--- src/rtl/da_accum_z5.sv ---
// Bit-serial distributed-arithmetic shift-accumulator for the Z5 DCT output, MSB plane first.
// Optional macro DA_ROUND_EN: round the result half-up to an integer on a DW+4-bit z_out.
module da_accum_z5 #(
    parameter int DW    = 16,
    parameter int ACC_W = DW + 18
) (
    input  logic                 clk,
    input  logic                 rst_n,
    input  logic                 in_valid,
    output logic                 in_ready,
    input  logic [DW-1:0]        x0,
    input  logic [DW-1:0]        x1,
    input  logic [DW-1:0]        x2,
    output logic                 rom_cs,
    output logic [2:0]           rom_addr,
    input  logic [16:0]          rom_data,
    output logic                 out_valid,
    input  logic                 out_ready,
`ifdef DA_ROUND_EN
    output logic signed [DW+3:0] z_out
`else
    output logic signed [ACC_W-1:0] z_out
`endif
);

    localparam int CW = $clog2(DW);

    typedef enum logic [1:0] {IDLE, ACCUM, DONE} state_t;

    state_t                   state;
    logic [DW-1:0]            sr0, sr1, sr2;
    logic [CW-1:0]            bit_cnt;
    logic                     first_done;
    logic [1:0]               warm_cnt;
    logic signed [ACC_W-1:0]  acc;
    logic signed [ACC_W-1:0]  rom_r;
    logic signed [ACC_W-1:0]  acc_next;

    assign rom_r = {{(ACC_W-16){rom_data[15]}}, rom_data[15:0]};

    // The sign-bit plane carries negative weight, so it seeds the accumulator with -R.
    always_comb begin
        acc_next = '0;
        if (first_done)
            acc_next = (acc <<< 1) + rom_r;
        else
            acc_next = -rom_r;
    end

`ifdef DA_ROUND_EN
    logic signed [ACC_W-1:0] acc_rnd;
    assign acc_rnd = acc_next + (ACC_W'(1) <<< 13);
`endif

    always_ff @(posedge clk or negedge rst_n) begin
        if (!rst_n) begin
            state      <= IDLE;
            sr0        <= '0;
            sr1        <= '0;
            sr2        <= '0;
            bit_cnt    <= '0;
            first_done <= 1'b0;
            warm_cnt   <= 2'd0;
            acc        <= '0;
            in_ready   <= 1'b0;
            rom_cs     <= 1'b0;
            rom_addr   <= 3'd0;
            out_valid  <= 1'b0;
            z_out      <= '0;
        end else begin
            // The ROM output is still forced to zero right after reset, so hold off accepts.
            if (warm_cnt != 2'd2)
                warm_cnt <= warm_cnt + 2'd1;

            case (state)
                IDLE: begin
                    rom_cs    <= 1'b0;
                    rom_addr  <= 3'd0;
                    out_valid <= 1'b0;
                    if (in_valid && in_ready) begin
                        sr0        <= x0;
                        sr1        <= x1;
                        sr2        <= x2;
                        bit_cnt    <= CW'(DW - 1);
                        first_done <= 1'b0;
                        in_ready   <= 1'b0;
                        rom_cs     <= 1'b1;
                        rom_addr   <= {x0[DW-1], x1[DW-1], x2[DW-1]};
                        state      <= ACCUM;
                    end else begin
                        in_ready <= (warm_cnt != 2'd0);
                    end
                end

                ACCUM: begin
                    acc        <= acc_next;
                    first_done <= 1'b1;
                    sr0        <= sr0 << 1;
                    sr1        <= sr1 << 1;
                    sr2        <= sr2 << 1;
                    bit_cnt    <= bit_cnt - CW'(1);
                    rom_addr   <= {sr0[DW-2], sr1[DW-2], sr2[DW-2]};
                    if (bit_cnt == '0) begin
                        rom_cs    <= 1'b0;
                        rom_addr  <= 3'd0;
                        out_valid <= 1'b1;
`ifdef DA_ROUND_EN
                        z_out     <= acc_rnd[DW+17:14];
`else
                        z_out     <= acc_next;
`endif
                        state     <= DONE;
                    end
                end

                DONE: begin
                    if (out_ready) begin
                        out_valid <= 1'b0;
                        in_ready  <= 1'b1;
                        state     <= IDLE;
                    end
                end

                default: begin
                    state <= IDLE;
                end
            endcase
        end
    end

endmodule
--- config.mk ---
export PLATFORM = sky130hd
export DESIGN_NAME = da_accum_z5
export DESIGN_NICKNAME = d
export VERILOG_FILES = /design/src/rtl/da_accum_z5.sv
export SDC_FILE = /design/constraint.sdc
export NUM_CORES = 1
export LEC_CHECK = 0
export CAP_MARGIN = 20
export CORE_MARGIN = 2
export CORE_UTILIZATION = 65
export CTS_CLUSTER_DIAMETER = 200
export CTS_CLUSTER_SIZE = 8
export DETAILED_ROUTE_END_ITERATION = 8
export DONT_BUFFER_PORTS = 1
export GPL_TIMING_DRIVEN = 0
export PLACE_DENSITY = 0.92
export RECOVER_POWER = 100
export SYNTH_ARGS = -nofsm -noshare
export SYNTH_HDL_FRONTEND = slang
export SYNTH_SLANG_ARGS = --single-unit
--- constraint.sdc ---
create_clock -name clk -period 4.6 [get_ports clk]
set_input_delay 1.15 -clock clk [delete_from_list [all_inputs] [get_ports clk]]
set_output_delay 1.15 -clock clk [all_outputs]
set_load 0.01 [all_outputs]
After elaboration in Yosys (flattened, before gate mapping). Index checks and enable logic that the tools add are counted.

Word-level logic and storage cells: 63. Output and inout port bits: 40. Flip-flop bits (word level): 127. Bits of input ports: 69.

Equal/unequal tests: 6. Reductions and logical operators: 13. Mux-type cells: 27. Add/sub/neg operators: 4.

Operators with widths (number): one-hot mux 15 bit (2 select lines) (3); 2-to-1 mux 15 bit (3); adder 34 x 16 -> 34 bit (1); 2-to-1 mux 34 bit (1); negation 16 -> 34 bit (1); inequality test 2 bit (second input constant) (4); one-hot mux 4 bit (2 select lines) (1); AND reduction 2 bit (4); 2-to-1 mux 1 bit (7); 2-to-1 mux 2 bit (3); 2-to-1 mux 3 bit (2); one-hot mux 1 bit (2 select lines) (3); one-hot mux 2 bit (3 select lines) (1); one-hot mux 3 bit (2 select lines) (1); AND reduction 3 bit (2); nonzero test 2 bit (3); logical NOT 4 bit (1); 2-to-1 mux 4 bit (1); subtractor 4 x 1 -> 4 bit (second input constant) (1); one-hot mux 1 bit (3 select lines) (1); nonzero test 3 bit (1); adder 2 x 1 -> 2 bit (second input constant) (1); equality test 2 x 1 -> 1 bit (second input constant) (1); equality test 2 bit (second input constant) (1); other kinds (2) (2).

Longest topological paths before layout.
Depth in word-level cells: 3. Gate-level depth with buffers: 11. Mapped depth without buffers: 11.

Worst setup path before layout. No wires, ideal clock.

Path kind: in2reg. Start: input rom_data[1]. End: register z_out[31]. Path slack: 1269 ps. Arrival time: 3189 ps. Stages on the path: 11. Required time: 4458 ps. Library setup time: 142 ps. Path through: ha_1 -> fa_1 -> a21oi_1 -> nand4b_1 -> a21oi_1 -> o21ai_0 -> a21oi_1 -> nor3_1 -> a21oi_1 -> xnor2_1 -> o221ai_1.

Longest elaborated chain between the ends: 2.

Ends and longest elaborated chain: from (decl) (RTL line 16) `input logic [16:0] rom_data,`; adder 34 x 16 -> 34 bit or negation 16 -> 34 bit (tied branches) (RTL line 45, 47); 2-to-1 mux 34 bit (*) (RTL line 44) `if (first_done)`; to (signal assigned) (RTL line 110) `z_out <= acc_next;`; to (decl) (RTL line 22) `output logic signed [ACC_W-1:0] z_out`.

Mark *: on every way between the ends. The rest lies on a longest branch, timed or not. A chain may end at the register's enable or synchronous reset.

Final worst setup path.
Start: input rom_data[5]. End: register acc[26].

Longest elaborated chain between the ends: 2.

Ends and longest elaborated chain: adder 34 x 16 -> 34 bit or negation 16 -> 34 bit (tied branches) (RTL line 45, 47); 2-to-1 mux 34 bit (*) (RTL line 44); to (signal assigned) (RTL line 96) `acc <= acc_next;`; to (decl) (RTL line 35) `logic signed [ACC_W-1:0] acc;`.

Marks and branches as above.

==> summary.md <==
| Metric | Value |
|---|---|
| Outcome | `completed` |
| Sequential share of the synthesized area | `43.79%` |
| Fin nets | `around 1,000` |
| Number of max-cap violations | `0` |
| Cts hold-fix bufs | `0` |
| Iter 0 DRT Violations | `approximately 730` |
| Critical path launch point type | `input pin` |
| Layout Cells excl Fill | `approximately 1,000` |
| RSZ-0062 raised after global routing | `false` |
| Avg WL per Cell | `between 15 and 20 um` |
| I/O Buffers | `0` |
| Net Sw Frac | `between 40% and 50%` |
| Tcrit/Tclk final | `around 78%` |
| #FFs+latches synth | `127` |
| Inserted Diodes | `0` |
| Vias | `~6,600` |
| Area Overhead vs Synth | `9.879%` |
| Async set-or-reset flop fraction in the synthesized netlist | `between 90% and 100%` |
| Clock Skew | `approximately 0.0092 ns` |
| Setup bufs post-CTS | `0` |
| Internal Power | `roughly 3.8 mW` |
| Post-synth EDFFs | `0` |
| DP Wirelength | `13.28 mm` |
| Initial antenna violation count | `0` |
| Count of cell types in the netlist | `between 50 and 60` |
| Longest Clk Path Bufs | `2` |
| Lkg Pwr | `between 3 and 4 nW` |
| Crit path time final | `about 3.6 ns` |
| Reg clk slew, reported paths | `approximately 0.060 ns` |
| Synth top area cells | `dfrtp_1 44%, nand2_1 9.7%, ha_1 6.6%` |
| Comb pwr share | `between 40% and 50%` |
| Setup CP Type | `in -> reg` |
| Mapped cell area | `7257 um2` |
| Die Area | `around 12,000 um2` |
| Post-DR vias/cell | `between 6 and 7` |
| GPL Wtd Cong | `~0.96` |
| H-tree depth | `4` |
| Antenna viol nets, final | `0` |
| Top-area cell type share of the netlist area | `43.79%` |
| Worst Path Required | `~5.0 ns` |
| Gr busiest metal | `met2` |
| CP Capture Type | `register` |
| Core Region | `around 11,000 um2` |
| Final wirelength | `between 15 and 20 mm` |
| Die X | `around 110 um` |
| Placed Cells incl. Taps | `a little over 1,000` |
| Cell Pwr Density | `between 800 and 900 nW/um2` |
| Syn_nets | `~980` |
| M2 GR Usage | `51.32%` |
| Slew Limit Fails | `0` |
| Sink Count | `127` |
| Remaining DRCs | `0` |
| Syn. warnings | `0` |
| I/O pins | `roughly 110` |
| Mapped Cells | `about 870` |
| Hold Violations, Final | `0` |
| M1 GR Usage | `48.21%` |
| Crit Path Max Fanout | `5` |
| Row cnt | `38` |
| P_sw | `roughly 3.1 mW` |
| First-pass GRT wire length | `between 30 and 40 mm` |
| Final setup fails | `0` |
| Chip height | `between 100 and 150 um` |
| Clock power frac | `approximately a fifth` |
| Clock Latency Late Sink | `about 0.55 ns` |
| Initial DRT Pass Iterations | `5` |
| Vias in the first global route | `roughly 6,300` |
| Initial Util | `between 60 and 70%` |
| Synth area leader | `dfrtp_1` |
| Maximum vdd ir drop | `between 0.0004 and 0.0005 V` |
| Met3 Use GR | `8.595%` |
| Setup TNS | `0 ns` |
| Worst Path Arrival | `around 4.0 ns` |
| Rel. slew slack | `52.06%` |
| Cts repair resizes | `0` |
| Total gr overflow | `0` |
| CTS tree | `built` |
| Ys flop type | `dfrtp_1` |
| Largest net degree at the start of global routing | `about 130` |
| Worst-margin pin slew | `between 0.7 and 0.8 ns` |
| Clk root buf | `clkbuf_8` |
| Min-Delay Path Class | `in -> async` |
| Seq pwr share | `between 30% and 40%` |
| Mean post-synth cell area | `8.370 um2` |
| Total GRT Usage | `34.25%` |
| Total CTS buffers | `17` |
| Fmax | `between 200 and 300 MHz` |
| Layout cells sized above 1 | `between 4 and 5%` |
-- final timing paths --
| path | startpoint | end | slack [ns] | cells past startpoint |
|---|---|---|---|---|
| max in group asynchronous | rst_n | sr0[6]$_DFFE_PN0P_ | 4.12 | 0 |
| max | rom_data[5] | acc[26]$_DFFE_PN0P_ | 1.02 | 10 |
| min in group clk | acc[17]$_DFFE_PN0P_ | acc[17]$_DFFE_PN0P_ | 0.48 | 2 |
| min reg2reg | acc[17]$_DFFE_PN0P_ | acc[17]$_DFFE_PN0P_ | 0.48 | 2 |
| min | rst_n | acc[11]$_DFFE_PN0P_ | 0.30 | 0 |
| max reg2reg | acc[4]$_DFFE_PN0P_ | acc[26]$_DFFE_PN0P_ | 1.23 | 10 |
-- power groups by stage --
stage	registers, mW	clock network (mW)	logic, mW
5_1_grt	2.23	1.37	3.84
6_report	2.18	1.32	3.43
3_3_place_gp	2.15	0	3.20
2_1_floorplan	2.06	0	2.61
3_5_place_dp	2.17	0	3.33
4_1_cts	2.17	1.32	3.40
-- placed cells by master, fill, tap and decap left out, drive strengths merged, types with 4 or more instances in the layout --
cell    instances
o22ai           4
a21oi          64
and2            5
nor3           13
a22oi           4
xor2           20
a21o           13
clkbuf         64
nor2b           6
o21bai          7
nand3           4
a211oi          4
inv            17
a22o            4
ha             38
clkinv          5
and3           10
nand2         188
o21a            5
xnor2          23
o21ai          80
or3             5
nor2           96
dfrtp         127
nand2b          4
a31oi          47
-- area by class of cell --
type / instances / area, um2
fill: 758 / 2914
buffer: 47 / 177.7
clock inverter: 12 / 133.9
multi-input combinational: 679 / 3811
sequential: 127 / 3178
clock buffer: 20 / 445.4
tap: 140 / 175.2
inverter: 14 / 52.55
-- registers in the layout (all words and copies together) (netlist names) --
signal	flops
first_done	1
bit_cnt	4
acc	33
sr1	15
rom_cs	1
in_ready	1
warm_cnt	2
rom_addr	3
sr0	15
state	2
out_valid	1
sr2	15
z_out	34
-- metrics by stage --
step                      utilization (%)  instance area, um2  hold WS [ns]  worst slack (ns)  power [mW]
after CTS                           73.58                8011        0.2890             1.215       6.886
final                               73.24                7974        0.2969             1.015       6.929
after global placement              68.26                7432        0.4628            0.6727       5.355
after global routing                73.24                7974        0.2925            0.8406       7.448
after detailed placement            68.26                7432        0.4652            0.7135       5.508
after floorplan                         -                7257        0.4465             1.269       4.668
-- metal layers --
layer / vias up / part of all wire, % / wire length (um)
met3: 53 / 9.0 / 1746
li1: 3058 / - / -
met5: - / 0 / 0
met1: 3182 / 42 / 8068
met2: 349 / 46 / 9005
met4: 0 / 2.8 / 549
-- cells in the mapped netlist, drive strengths merged (5+ instances only) --
cell / n
a21o: 13
a21oi: 64
a31oi: 47
and2: 5
and3: 10
buf: 5
clkbuf: 42
dfrtp: 127
ha: 38
inv: 14
nand2: 188
nor2: 96
nor2b: 6
nor3: 13
o21a: 5
o21ai: 80
o21bai: 7
or3: 5
xnor2: 23
xor2: 20
-- critical path, stage by stage --
cell and delay [ns]:
ha_1 0.36, a21o_1 0.23, a31o_1 0.22, o21a_1 0.24, a211oi_1 0.48, o41ai_1 0.24, a2111oi_0 0.60, xnor2_1 0.12
a21oi_1 0.22, a21oi_1 0.11
-- logic make-up (layout without fill, tap and decap cells) --
group           count (synthesis)  after routing  synth area share (%)
fa+ha+maj                      39             39                 6.828
compound gates                250            250                 20.74
flops                         127            127                 43.79
simple gates                  343            343                 19.67
mux                             4              4                0.6034
xor+xnor                       43             43                 5.190
buf+inv                        61             93                 3.172
No activity file was read; power rests on OpenSTA's default activity.
